--- src/rtl/ahbl_bus_splitter_n_if.sv ---
// AHB-Lite splitter bus bundle: upstream master side, fanned-out slave side
// and error statistics.
interface ahbl_bus_splitter_n_if #(
  parameter int NUM_SLAVES = 8
);
  logic                    HSEL;
  logic [31:0]             HADDR;
  logic [1:0]              HTRANS;
  logic                    HREADY;
  logic                    HREADYOUT;
  logic                    HRESP;
  logic [31:0]             HRDATA;
  logic [NUM_SLAVES-1:0]   S_HSEL;
  logic [NUM_SLAVES*32-1:0] S_HRDATA;
  logic [NUM_SLAVES-1:0]   S_HREADYOUT;
  logic [NUM_SLAVES-1:0]   S_HRESP;
  logic [31:0]             ERR_ADDR;
  logic [7:0]              ERR_CNT;

  modport slave (
    input  HSEL, HADDR, HTRANS, HREADY,
    input  S_HRDATA, S_HREADYOUT, S_HRESP,
    output HREADYOUT, HRESP, HRDATA,
    output S_HSEL, ERR_ADDR, ERR_CNT
  );

  modport master (
    output HSEL, HADDR, HTRANS, HREADY,
    output S_HRDATA, S_HREADYOUT, S_HRESP,
    input  HREADYOUT, HRESP, HRDATA,
    input  S_HSEL, ERR_ADDR, ERR_CNT
  );
endinterface

--- src/rtl/ahbl_bus_splitter_n.sv ---
// AHB-Lite address splitter: one master to NUM_SLAVES slaves, with a
// built-in two-cycle ERROR default slave and unmapped-access statistics.
module ahbl_bus_splitter_n #(
  parameter int NUM_SLAVES = 8,
  parameter int ADDR_MSB   = 31,
  parameter int ADDR_LSB   = 28,
  parameter logic [NUM_SLAVES*(ADDR_MSB-ADDR_LSB+1)-1:0]
    SLAVE_IDS = 32'h9876_5420
) (
  input logic HCLK,
  input logic HRESET,
  ahbl_bus_splitter_n_if.slave bus
);
  localparam int DEC_W = ADDR_MSB - ADDR_LSB + 1;

  typedef enum logic [1:0] {
    IDLE = 2'd0,
    ERR1 = 2'd1,
    ERR2 = 2'd2
  } state_e;

  state_e                state_q, state_d;
  logic [NUM_SLAVES-1:0] dsel_q, dsel_d;
  logic [31:0]           err_addr_q, err_addr_d;
  logic [7:0]            err_cnt_q, err_cnt_d;

  logic [DEC_W-1:0]      field;
  logic [NUM_SLAVES-1:0] match;
  logic [NUM_SLAVES-1:0] sel;
  logic                  hit;
  logic                  miss;
  logic                  cap;
  logic                  unused_htrans0;

  assign field = bus.HADDR[ADDR_MSB:ADDR_LSB];
  assign unused_htrans0 = bus.HTRANS[0];

  // First match wins so duplicate IDs still give a one-hot select
  always_comb begin
    match = '0;
    hit   = 1'b0;
    for (int i = 0; i < NUM_SLAVES; i++) begin
      if (!hit && field == SLAVE_IDS[i*DEC_W +: DEC_W]) begin
        match[i] = 1'b1;
        hit      = 1'b1;
      end
    end
  end

  assign sel        = {NUM_SLAVES{bus.HSEL}} & match;
  assign bus.S_HSEL = sel;
  assign miss       = bus.HSEL & bus.HTRANS[1] & ~hit;
  assign cap        = bus.HREADY;

  always_comb begin
    dsel_d     = dsel_q;
    err_addr_d = err_addr_q;
    err_cnt_d  = err_cnt_q;
    if (cap) begin
      dsel_d = sel & {NUM_SLAVES{bus.HTRANS[1]}};
    end
    if (cap && miss) begin
      err_addr_d = bus.HADDR;
      err_cnt_d  = (err_cnt_q == 8'hFF) ? err_cnt_q
                                         : err_cnt_q + 8'd1;
    end
  end

  always_comb begin
    state_d = state_q;
    unique case (state_q)
      IDLE:    if (cap && miss) state_d = ERR1;
      ERR1:    state_d = ERR2;
      ERR2:    state_d = (cap && miss) ? ERR1 : IDLE;
      default: state_d = IDLE;
    endcase
  end

  always_ff @(posedge HCLK or posedge HRESET) begin
    if (HRESET) begin
      state_q    <= IDLE;
      dsel_q     <= '0;
      err_addr_q <= '0;
      err_cnt_q  <= '0;
    end else begin
      state_q    <= state_d;
      dsel_q     <= dsel_d;
      err_addr_q <= err_addr_d;
      err_cnt_q  <= err_cnt_d;
    end
  end

  logic        rdy;
  logic        rsp;
  logic [31:0] rdata;

  always_comb begin
    rdy   = 1'b1;
    rsp   = 1'b0;
    rdata = '0;
    for (int i = 0; i < NUM_SLAVES; i++) begin
      if (dsel_q[i]) begin
        rdy   = bus.S_HREADYOUT[i];
        rsp   = bus.S_HRESP[i];
        rdata = bus.S_HRDATA[i*32 +: 32];
      end
    end
    unique case (1'b1)
      (state_q == ERR1): begin
        rdy   = 1'b0;
        rsp   = 1'b1;
        rdata = '0;
      end
      (state_q == ERR2): begin
        rdy   = 1'b1;
        rsp   = 1'b1;
        rdata = '0;
      end
      default: ;
    endcase
  end

  assign bus.HREADYOUT = rdy;
  assign bus.HRESP     = rsp;
  assign bus.HRDATA    = rdata;
  assign bus.ERR_ADDR  = err_addr_q;
  assign bus.ERR_CNT   = err_cnt_q;
endmodule

--- src/flat_wrapper.sv ---
// flat-port wrapper written by rule: the top's interface ports become plain ports
module ahbl_bus_splitter_n_flat 
#(
  parameter int NUM_SLAVES = 8,
  parameter int ADDR_MSB   = 31,
  parameter int ADDR_LSB   = 28,
  parameter logic [NUM_SLAVES*(ADDR_MSB-ADDR_LSB+1)-1:0]
    SLAVE_IDS = 32'h9876_5420
)
  (HCLK, HRESET, bus_HSEL, bus_HADDR, bus_HTRANS, bus_HREADY, bus_S_HRDATA, bus_S_HREADYOUT, bus_S_HRESP, bus_HREADYOUT, bus_HRESP, bus_HRDATA, bus_S_HSEL, bus_ERR_ADDR, bus_ERR_CNT);
  ahbl_bus_splitter_n_if #(.NUM_SLAVES(NUM_SLAVES)) bus_i ();
  input logic HCLK;
  input logic HRESET;
  input wire logic [$bits(bus_i.HSEL)-1:0] bus_HSEL;
  input wire logic [$bits(bus_i.HADDR)-1:0] bus_HADDR;
  input wire logic [$bits(bus_i.HTRANS)-1:0] bus_HTRANS;
  input wire logic [$bits(bus_i.HREADY)-1:0] bus_HREADY;
  input wire logic [$bits(bus_i.S_HRDATA)-1:0] bus_S_HRDATA;
  input wire logic [$bits(bus_i.S_HREADYOUT)-1:0] bus_S_HREADYOUT;
  input wire logic [$bits(bus_i.S_HRESP)-1:0] bus_S_HRESP;
  output wire logic [$bits(bus_i.HREADYOUT)-1:0] bus_HREADYOUT;
  output wire logic [$bits(bus_i.HRESP)-1:0] bus_HRESP;
  output wire logic [$bits(bus_i.HRDATA)-1:0] bus_HRDATA;
  output wire logic [$bits(bus_i.S_HSEL)-1:0] bus_S_HSEL;
  output wire logic [$bits(bus_i.ERR_ADDR)-1:0] bus_ERR_ADDR;
  output wire logic [$bits(bus_i.ERR_CNT)-1:0] bus_ERR_CNT;
  assign bus_i.HSEL = bus_HSEL;
  assign bus_i.HADDR = bus_HADDR;
  assign bus_i.HTRANS = bus_HTRANS;
  assign bus_i.HREADY = bus_HREADY;
  assign bus_i.S_HRDATA = bus_S_HRDATA;
  assign bus_i.S_HREADYOUT = bus_S_HREADYOUT;
  assign bus_i.S_HRESP = bus_S_HRESP;
  assign bus_HREADYOUT = bus_i.HREADYOUT;
  assign bus_HRESP = bus_i.HRESP;
  assign bus_HRDATA = bus_i.HRDATA;
  assign bus_S_HSEL = bus_i.S_HSEL;
  assign bus_ERR_ADDR = bus_i.ERR_ADDR;
  assign bus_ERR_CNT = bus_i.ERR_CNT;
  ahbl_bus_splitter_n #(.NUM_SLAVES(NUM_SLAVES), .ADDR_MSB(ADDR_MSB), .ADDR_LSB(ADDR_LSB), .SLAVE_IDS(SLAVE_IDS)) u_core (.HCLK(HCLK), .HRESET(HRESET), .bus(bus_i));
endmodule
--- config.mk ---
export PLATFORM = sky130hd
export DESIGN_NAME = ahbl_bus_splitter_n_flat
export DESIGN_NICKNAME = d
export VERILOG_FILES = /design/src/rtl/ahbl_bus_splitter_n_if.sv /design/src/rtl/ahbl_bus_splitter_n.sv /design/src/flat_wrapper.sv
export SDC_FILE = /design/constraint.sdc
export NUM_CORES = 1
export LEC_CHECK = 0
export CAP_MARGIN = 40
export CELL_PAD_IN_SITES_DETAIL_PLACEMENT = 1
export CELL_PAD_IN_SITES_GLOBAL_PLACEMENT = 1
export CORE_MARGIN = 2
export CORE_UTILIZATION = 22
export CTS_CLUSTER_SIZE = 28
export DETAILED_ROUTE_END_ITERATION = 10
export PLACE_DENSITY = 0.78
export REMOVE_ABC_BUFFERS = 1
export SYNTH_ARGS = -nofsm -noshare
export SYNTH_HDL_FRONTEND = slang
export SYNTH_SLANG_ARGS = --single-unit
export TNS_END_PERCENT = 50
--- constraint.sdc ---
create_clock -name HCLK -period 1.7 [get_ports HCLK]
set_input_delay 0.34 -clock HCLK [delete_from_list [all_inputs] [get_ports HCLK]]
set_output_delay 0.34 -clock HCLK [all_outputs]
set_load 0.1 [all_outputs]
Word-level counts from Yosys, hierarchy flattened
Index checks and enable logic that the tools add are counted.
{"block": "word_totals", "in_bits": 310, "word_cells": 86, "output_inout_bits": 82, "reg_bits": 50}
{"block": "classes", "addsub": 1, "bitwise": 6, "eq_ne": 11, "muxes": 45, "reduce_logical": 19}
{"operator": "32-bit two-way mux", "n": 9}
{"operator": "1-bit two-way mux", "n": 33}
{"operator": "8-bit AND", "n": 2}
{"operator": "4-bit by 3-bit == test with 1-bit output (second input constant)", "n": 4}
{"operator": "8-bit by 1-bit adder with 8-bit output (second input constant)", "n": 1}
{"operator": "4-bit == test (second input constant)", "n": 2}
{"operator": "8-bit == test (second input constant)", "n": 1}
{"operator": "1-bit logical AND", "n": 8}
{"operator": "1-bit zero test", "n": 7}
{"operator": "2-bit case mux with 3 select lines", "n": 1}
{"operator": "4-bit by 2-bit == test with 1-bit output (second input constant)", "n": 1}
{"operator": "4-bit zero test", "n": 1}
{"operator": "1-bit AND", "n": 2}
{"operator": "2-bit by 1-bit == test with 1-bit output (second input constant)", "n": 1}
{"operator": "2-bit == test (second input constant)", "n": 1}
{"operator": "2-bit zero test", "n": 1}
{"operator": "2-bit two-way mux", "n": 1}
{"operator": "2-bit by 1-bit != test with 1-bit output (second input constant)", "n": 1}
{"operator": "1-bit NOT", "n": 2}
{"operator": "1-bit case mux with 2 select lines", "n": 1}
{"operator": "2-bit AND reduction", "n": 1}
{"operator": "2-bit OR reduction", "n": 1}

Depth between registers and ports, before layout
Gate-level depths: netlist (run 1).
{"block": "logic_depth", "depth_word": 28, "ltp_mapped": 7, "mapped_depth_nobuf": 6}

Worst setup path after synthesis (run 1)
No wires, ideal clock.
{"block": "synth_timing", "path_kind": "register to output", "start": "register u_core.dsel_q[3]", "end": "output bus_HRDATA[27]", "required_ns": 1.360, "path_stages_with_launch": 6, "t_arrival_ns": 3.580, "setup_slack_ns": -2.220, "path_buffers": 1, "path_cell_list": "dfrtp_1 -> or2_4 -> buf_6 -> a2111oi_4 -> a22oi_1 -> a221oi_1"}
{"block": "synth_via", "elab_chain_len": 6}
{"element": "from (decl)", "line_no": "ahbl_bus_splitter_n.sv:23", "text": "logic [NUM_SLAVES-1:0] dsel_q, dsel_d;"}
{"element": "from (signal assigned)", "line_no": "ahbl_bus_splitter_n.sv:87", "text": "dsel_q <= dsel_d;"}
{"element": "32-bit two-way mux (5 in a row)", "line_no": "ahbl_bus_splitter_n.sv:102", "text": "if (dsel_q[i]) begin"}
{"element": "32-bit two-way mux", "line_no": "ahbl_bus_splitter_n.sv:108", "text": "unique case (1'b1)"}
{"element": "to (decl)", "line_no": "flat_wrapper.sv:23", "text": "output wire logic [$bits(bus_i.HRDATA)-1:0] bus_HRDATA;"}
Every way passes these cells.

Final worst setup path (run 1)
{"block": "layout_timing", "start": "register u_core.dsel_q[6]", "end": "output bus_HRDATA[8]"}
{"block": "layout_via", "elab_chain_len": 3}
{"element": "32-bit two-way mux (2 in a row)", "line_no": "ahbl_bus_splitter_n.sv:102"}
{"element": "32-bit two-way mux", "line_no": "ahbl_bus_splitter_n.sv:108"}
Every way passes these cells.

==> run metrics, run 1 <==
Synthesis Warnings=0; Final Hold Vio Count=0; Horiz. Die Dim=158.3 µm; Worst EP required=roughly 1400 ps; failing checks=setup timing; RSZ-0062 raised after global routing=true; Layout Nets=1356; GRT Residual Overflow=0; Final ANT Viol Nets=0; row count=56; global-route wire length before repair=around 47000 µm; root buffer cell=clkbuf_16; most frequent CP cell=buf_12; peak supply drop=1.110 mV; final setup violating endpoints=34; LEAKAGE=between 4 and 5 nW; minimum clock period=between 2000 and 3000 ps; Cells after Synth=approximately 570; max-slew violation count=0; DR vias/cell=5.072; Clock Path Buffers=2; TritonCTS clock tree=built; H-tree lvl count=2; worst-margin pin slew=between 400 and 500 ps; pre-CTS setup slack=-694.2 ps; min-delay worst type=input pin to asynchronous set/reset pin; Wirelength per Cell=24.12 µm; crit-path max FO=5; Max Cap Viol=0; hpwl dp=around 24000 µm; Reg clk slew, reported paths=approximately 70 ps; io pins=~390; period utilization=155.9%; Pwr Density=848.7 nW/µm²; router iterations before antenna repair=4; initial antenna violation count=4; clk sinks=50; Max-Slew Margin vs Limit=between 60% and 70%; Synth Register Bits=50; crit path capture type=output pin; CP Launch Type=flip-flop; CP peak stage delay=530 ps; dominant synthesized flop cell=dfrtp_1; Starting Density=between 20% and 30%; Post-Route WL=32950 µm; worst-path cell chain=buf_12 > buf_12 > buf_8 > buf_4 > a21oi_1 > a22oi_2 > a221oi_2 > buf_4 > buf_12; Die Area=25050 µm²; Final WS setup=-951.1 ps; Netlist Area Pre-Place=5236 µm²; Crit-path slowest cell=dfrtp_4; most common library cells after synthesis=inv_1, a21oi_1, a221o_1; clk_lat worst skew=~300 ps; # port buffers=390; top post-synthesis cells by area=dfrtp_1, a221o_1, a221oi_2; core area=between 20000 and 25000 µm²; status=finished, violations left; Total GRT Usage=about a quarter; number of global-route vias before repair=just under 8000; FMAX=~380 MHz; Synth area leader=dfrtp_1; crit path kind=flip-flop to output pin; EDFF count, synth=0; share of cells above drive strength 1=between 30% and 40%; Final Skew=4.599 ps; DRC=0; post-synth top area share=23.89%; DRT iter0 DRCs=about 260; most common cell in the netlist=inv_1; Area Overhead vs Synth=138.6%; vias=slightly below 7000; # fillers=~2500; Critical Path AT=~2300 ps; post-synthesis cell type count=between 40 and 50; Die Ht=between 150 and 200 µm; hold buffers post-CTS=0; Seq/Total Area, Yosys=23.89%; ys async rst share=100.0%; Syn Area/Cell=a little over 9 µm²; CTS buffer count=5; pin count of the biggest net entering global routing=33; Fin Setup TNS=-28630 ps; routability cong.=between 0.8 and 0.9
where the power goes:
| part | total, mW | switching, mW | internal, mW | leakage, nW |
|---|---|---|---|---|
| Combinational | 7.65 | 4.42 | 3.23 | 4.26 |
| Sequential | 1.78 | 0.325 | 1.45 | 0.615 |
| Clock | 1.18 | 0.481 | 0.698 | 0.0842 |
| Total | 10.6 | 5.23 | 5.38 | 4.96 |
cell type report:
| class | count | area, µm² | area share [%] |
|---|---|---|---|
| antenna | 5 | 12.51 | 0.1002 |
| clock buffer | 5 | 125.1 | 1.002 |
| clock inverter | 3 | 43.79 | 0.3505 |
| inverter | 78 | 292.8 | 2.344 |
| multi-input combinational | 378 | 4019 | 32.17 |
| sequential | 50 | 1266 | 10.14 |
| tap | 319 | 399.1 | 3.195 |
| timing repair buffer | 528 | 6335 | 50.71 |
state kept, by name, indices dropped and copies added (netlist names):
signal	cells
u_core.dsel_q	8
u_core.bus.ERR_ADDR	32
u_core.state_q	2
u_core.bus.ERR_CNT	8
cell families after synthesis:
logic type	Yosys count	synth area share, %
buf+inv	144	11.35
compound gates	251	45.59
simple gates	79	8.937
flops	50	23.89
xor+xnor	4	0.6690
mux	39	8.363
fa+ha+maj	5	1.195
stage by stage:
step	area [µm²]	hold slack, ps	power [mW]	cells	utilization, %
finish	12490	344.2	10.60	1366	53.38
global route	12490	358.3	10.97	1365	53.37
CTS	12280	336.1	10.61	1354	52.49
detailed placement	11010	535.3	8.813	1313	47.05
global placement	11010	522.9	8.696	1313	47.05
floorplan	4935	431.5	5.445	506	-
repair_timing:
item / CTS / global route
setup endpoints to repair: 85 / 46
setup buffers: 33 / 7
gates resized for setup: 130 / 28
cloned: 5 / 1
pin swaps: 88 / 41
worst max-delay path: cells and delay by family, from the launching register on:
family	cells	cell delay, ps
flip-flops	1	530
buffers and inverters	6	880
AO/OA/AOI/OAI	3	600
path summary, 6_finish.rpt:
check | start | slack (ps) | endpoint | cells after the start
max in group asynchronous | HRESET | 910 | u_core.bus.ERR_ADDR[0]$_DFFE_PP0P_ | 3
min reg2reg | u_core.dsel_q[0]$_DFFE_PP0P_ | 550 | u_core.dsel_q[0]$_DFFE_PP0P_ | 1
min in group HCLK | bus_HADDR[31] | 350 | u_core.bus.ERR_ADDR[31]$_DFFE_PP0P_ | 2
min | HRESET | 340 | u_core.bus.ERR_ADDR[30]$_DFFE_PP0P_ | 2
max | u_core.dsel_q[6]$_DFFE_PP0P_ | -950 | bus_HRDATA[8] | 9
max reg2reg | u_core.bus.ERR_CNT[1]$_DFFE_PP0P_ | 120 | u_core.bus.ERR_CNT[1]$_DFFE_PP0P_ | 5
metal layers:
metal	part of all wire [%]	global-route usage, %	up-vias
met1	36	25.52	3417
met4	2.9	8.537	0
met2	53	46.87	296
li1	-	-	3167
met3	7.8	7.267	49
met5	0	0	-
layout by cell type (no fill, tap or decap), types with 3 or more instances in the layout:
cell	count
a21oi_1	66
nand2_1	10
buf_2	3
a221o_1	65
dfrtp_4	3
ha_1	4
a221oi_2	30
dfrtp_2	3
a22oi_2	26
buf_4	80
buf_12	104
a2111oi_4	32
nand2b_1	4
clkdlybuf4s50_1	301
buf_8	6
nor3_2	4
mux2_2	37
diode_2	5
bufbuf_16	3
xor2_1	4
a22oi_1	8
nor2_2	4
nor2_1	4
buf_6	21
nor2b_1	34
clkbuf_16	9
nor3_1	3
o22ai_1	3
o32ai_1	3
inv_1	77
dfrtp_1	44
Note: power is estimated with default switching activity, not from simulation.
==> run 2, diff against run 1 <==
--- a/config.mk
+++ b/config.mk
@@ -9,10 +9,10 @@
 export CELL_PAD_IN_SITES_DETAIL_PLACEMENT = 1
 export CELL_PAD_IN_SITES_GLOBAL_PLACEMENT = 1
 export CORE_MARGIN = 2
-export CORE_UTILIZATION = 22
+export CORE_UTILIZATION = 24
 export CTS_CLUSTER_SIZE = 28
 export DETAILED_ROUTE_END_ITERATION = 10
-export PLACE_DENSITY = 0.78
+export PLACE_DENSITY = 0.81
 export REMOVE_ABC_BUFFERS = 1
 export SYNTH_ARGS = -nofsm -noshare
 export SYNTH_HDL_FRONTEND = slang
==> constraint.sdc (replaced) <==
create_clock -name HCLK -period 2.8 [get_ports HCLK]
set_input_delay 0.56 -clock HCLK [delete_from_list [all_inputs] [get_ports HCLK]]
set_output_delay 0.56 -clock HCLK [all_outputs]
set_load 0.1 [all_outputs]
==> run metrics, run 2 (synthesis results as in run 1) <==
status=finished, violations left; failing checks=setup timing; TritonCTS clock tree=built; minimum clock period=2842 ps; period utilization=101.5%; commonest non-fill, non-tap cell in the layout=clkdlybuf4s50_1; Final Skew=3.566 ps; Final Hold Vio Count=0; fin area=between 10000 and 15000 µm²; Worst Hold Depth=1; router iterations before antenna repair=5; Total GRT Usage=between 20% and 30%; max-slew violation count=0; LEAKAGE=roughly 4.2 nW; share of cells above drive strength 1=29.44%; number of global-route vias before repair=around 7000; placed inst area=between 9000 and 10000 µm²; routability cong.=between 0.8 and 0.9; initial antenna violation count=5; crit-path leading delay family=compound AO/OA/AOI/OAI gates; Reg clk slew, reported paths=approximately 70 ps; DR vias/cell=5.252; CP peak stage delay=roughly 450 ps; Wirelength per Cell=around 23 µm; hpwl dp=between 20000 and 25000 µm; Die Ht=151.7 µm; Area Overhead vs Synth=105.2%; Max-Slew Margin vs Limit=between 60% and 70%; Die Area=approximately 23000 µm²; clk sinks=50; Crit-path slowest cell=dfrtp_2; global-route wire length before repair=approximately 40000 µm; Cells after DPL=between 1000 and 1500; Worst R2R Path Depth=5; GRT Residual Overflow=0; Max Cap Viol=0; Pwr Density=roughly 520 nW/µm²; FMAX=351.9 MHz; hold_sp=u_core.bus.ERR_ADDR[0]$_DFFE_PP0P_; Final WS setup=-41.80 ps; Worst EP required=~2200 ps; most frequent CP cell=buf_12; # port buffers=a little under 400; crit path kind=flip-flop to output pin; Post-Route WL=29400 µm; worst-path cell chain=or2_4 > buf_12 > a2111oi_2 > a22oi_1 > a221oi_2 > buf_12; Critical Path AT=2280 ps; H-tree lvl count=2; clk_lat worst skew=300 ps; core area=roughly 22000 µm²; final setup violating endpoints=7; RSZ-0062 raised after global routing=true; DRC=0; peak supply drop=0.9890 mV; pin count of the biggest net entering global routing=47; io pins=slightly below 400; max reg flops=32; CP Launch Type=flip-flop; Final ANT Viol Nets=0; worst-margin pin slew=around 570 ps; row count=54; crit-path max FO=5; CTS buffer count=5; Starting Density=roughly a quarter; crit path capture type=output pin; Hold EP=u_core.bus.ERR_ADDR[0]$_DFFE_PP0P_; pre-CTS setup slack=-62.35 ps; vias=~6600; Clock Path Buffers=2; worst path bufs/invs=2; # fillers=2397; most frequent cells in the layout=clkdlybuf4s50_1, buf_4, inv_1; non-filler cells, final=1253; min-delay worst type=flip-flop to flip-flop; Layout Nets=about 1300; root buffer cell=clkbuf_16; hold buffers post-CTS=0; DRT iter0 DRCs=190; register-to-register setup slack=a little under 1000 ps; RR Endpoint=u_core.bus.ERR_CNT[1]$_DFFE_PP0P_; WHS=just over 500 ps; Critical path origin=u_core.dsel_q[3]$_DFFE_PP0P_; Horiz. Die Dim=151.7 µm; reg2reg start=u_core.bus.ERR_CNT[0]$_DFFE_PP0P_
[run 2: cell count changes in the layout (fill, tap and decap cells not counted), moves of 4 or more]
cell and change:
clkbuf_16 +6, a2111oi_2 +11, nor3_2 -4, nor3_1 +4, a22oi_1 +12, a2111oi_4 -12
clkdlybuf4s50_1 +7, buf_12 -62, nor2_2 -4, a22oi_2 -12, nor2_1 +4, buf_6 -16
[run 2: through the flow]
stage                     power [mW]  setup TNS (ps)  utilization [%]
after CTS                      5.530          -389.9            48.08
after floorplan                3.321          -69440                -
final                          5.547          -163.8            49.70
after global routing           5.744           -1554            49.68
after global placement         4.714               0            46.23
after detailed placement       4.770          -62.35            46.23
[run 2: per-layer routing]
| metal | up-vias | share of wire (%) | GRT usage (%) |
|---|---|---|---|
| met1 | 3230 | 37 | 25.39 |
| met3 | 46 | 8.3 | 5.958 |
| met4 | 0 | 2.9 | 8.194 |
| met2 | 275 | 52 | 43.13 |
| met5 | - | 0 | 0 |
| li1 | 3030 | - | - |
[run 2: final cells by class]
cell class	instances	area (µm²)	area share, %
timing repair buffer	451	4918	45.77
multi-input combinational	381	3740	34.80
sequential	50	1264	11.76
tap	280	350.3	3.260
inverter	78	292.8	2.724
clock buffer	5	125.1	1.164
clock inverter	3	43.79	0.4075
antenna	5	12.51	0.1164
[run 2: power breakdown]
group | internal (mW) | switching (mW) | leakage (nW)
sequential | 0.881 | 0.127 | 0.615
clock | 0.424 | 0.287 | 0.0842
combinational | 1.29 | 2.54 | 3.53
total | 2.59 | 2.96 | 4.23
[run 2: worst max path at each step]
stage | to | slack (ps) | depth (start not counted)
2_1_floorplan | bus_HRDATA[0] | -2800 | 3
5_1_grt | bus_HRDATA[4] | -130 | 6
3_5_place_dp | bus_HRDATA[0] | -60 | 7
3_3_place_gp | bus_HRDATA[30] | 20 | 6
4_1_cts | bus_HRDATA[9] | -60 | 6
6_report | bus_HRDATA[4] | -40 | 6
[run 2: repair_timing]
item                       CTS  global route
buffers inserted             5             8
setup endpoints to repair   32            33
gates cloned                 2             1
gates resized for setup     20            39
pin swaps                   13            21
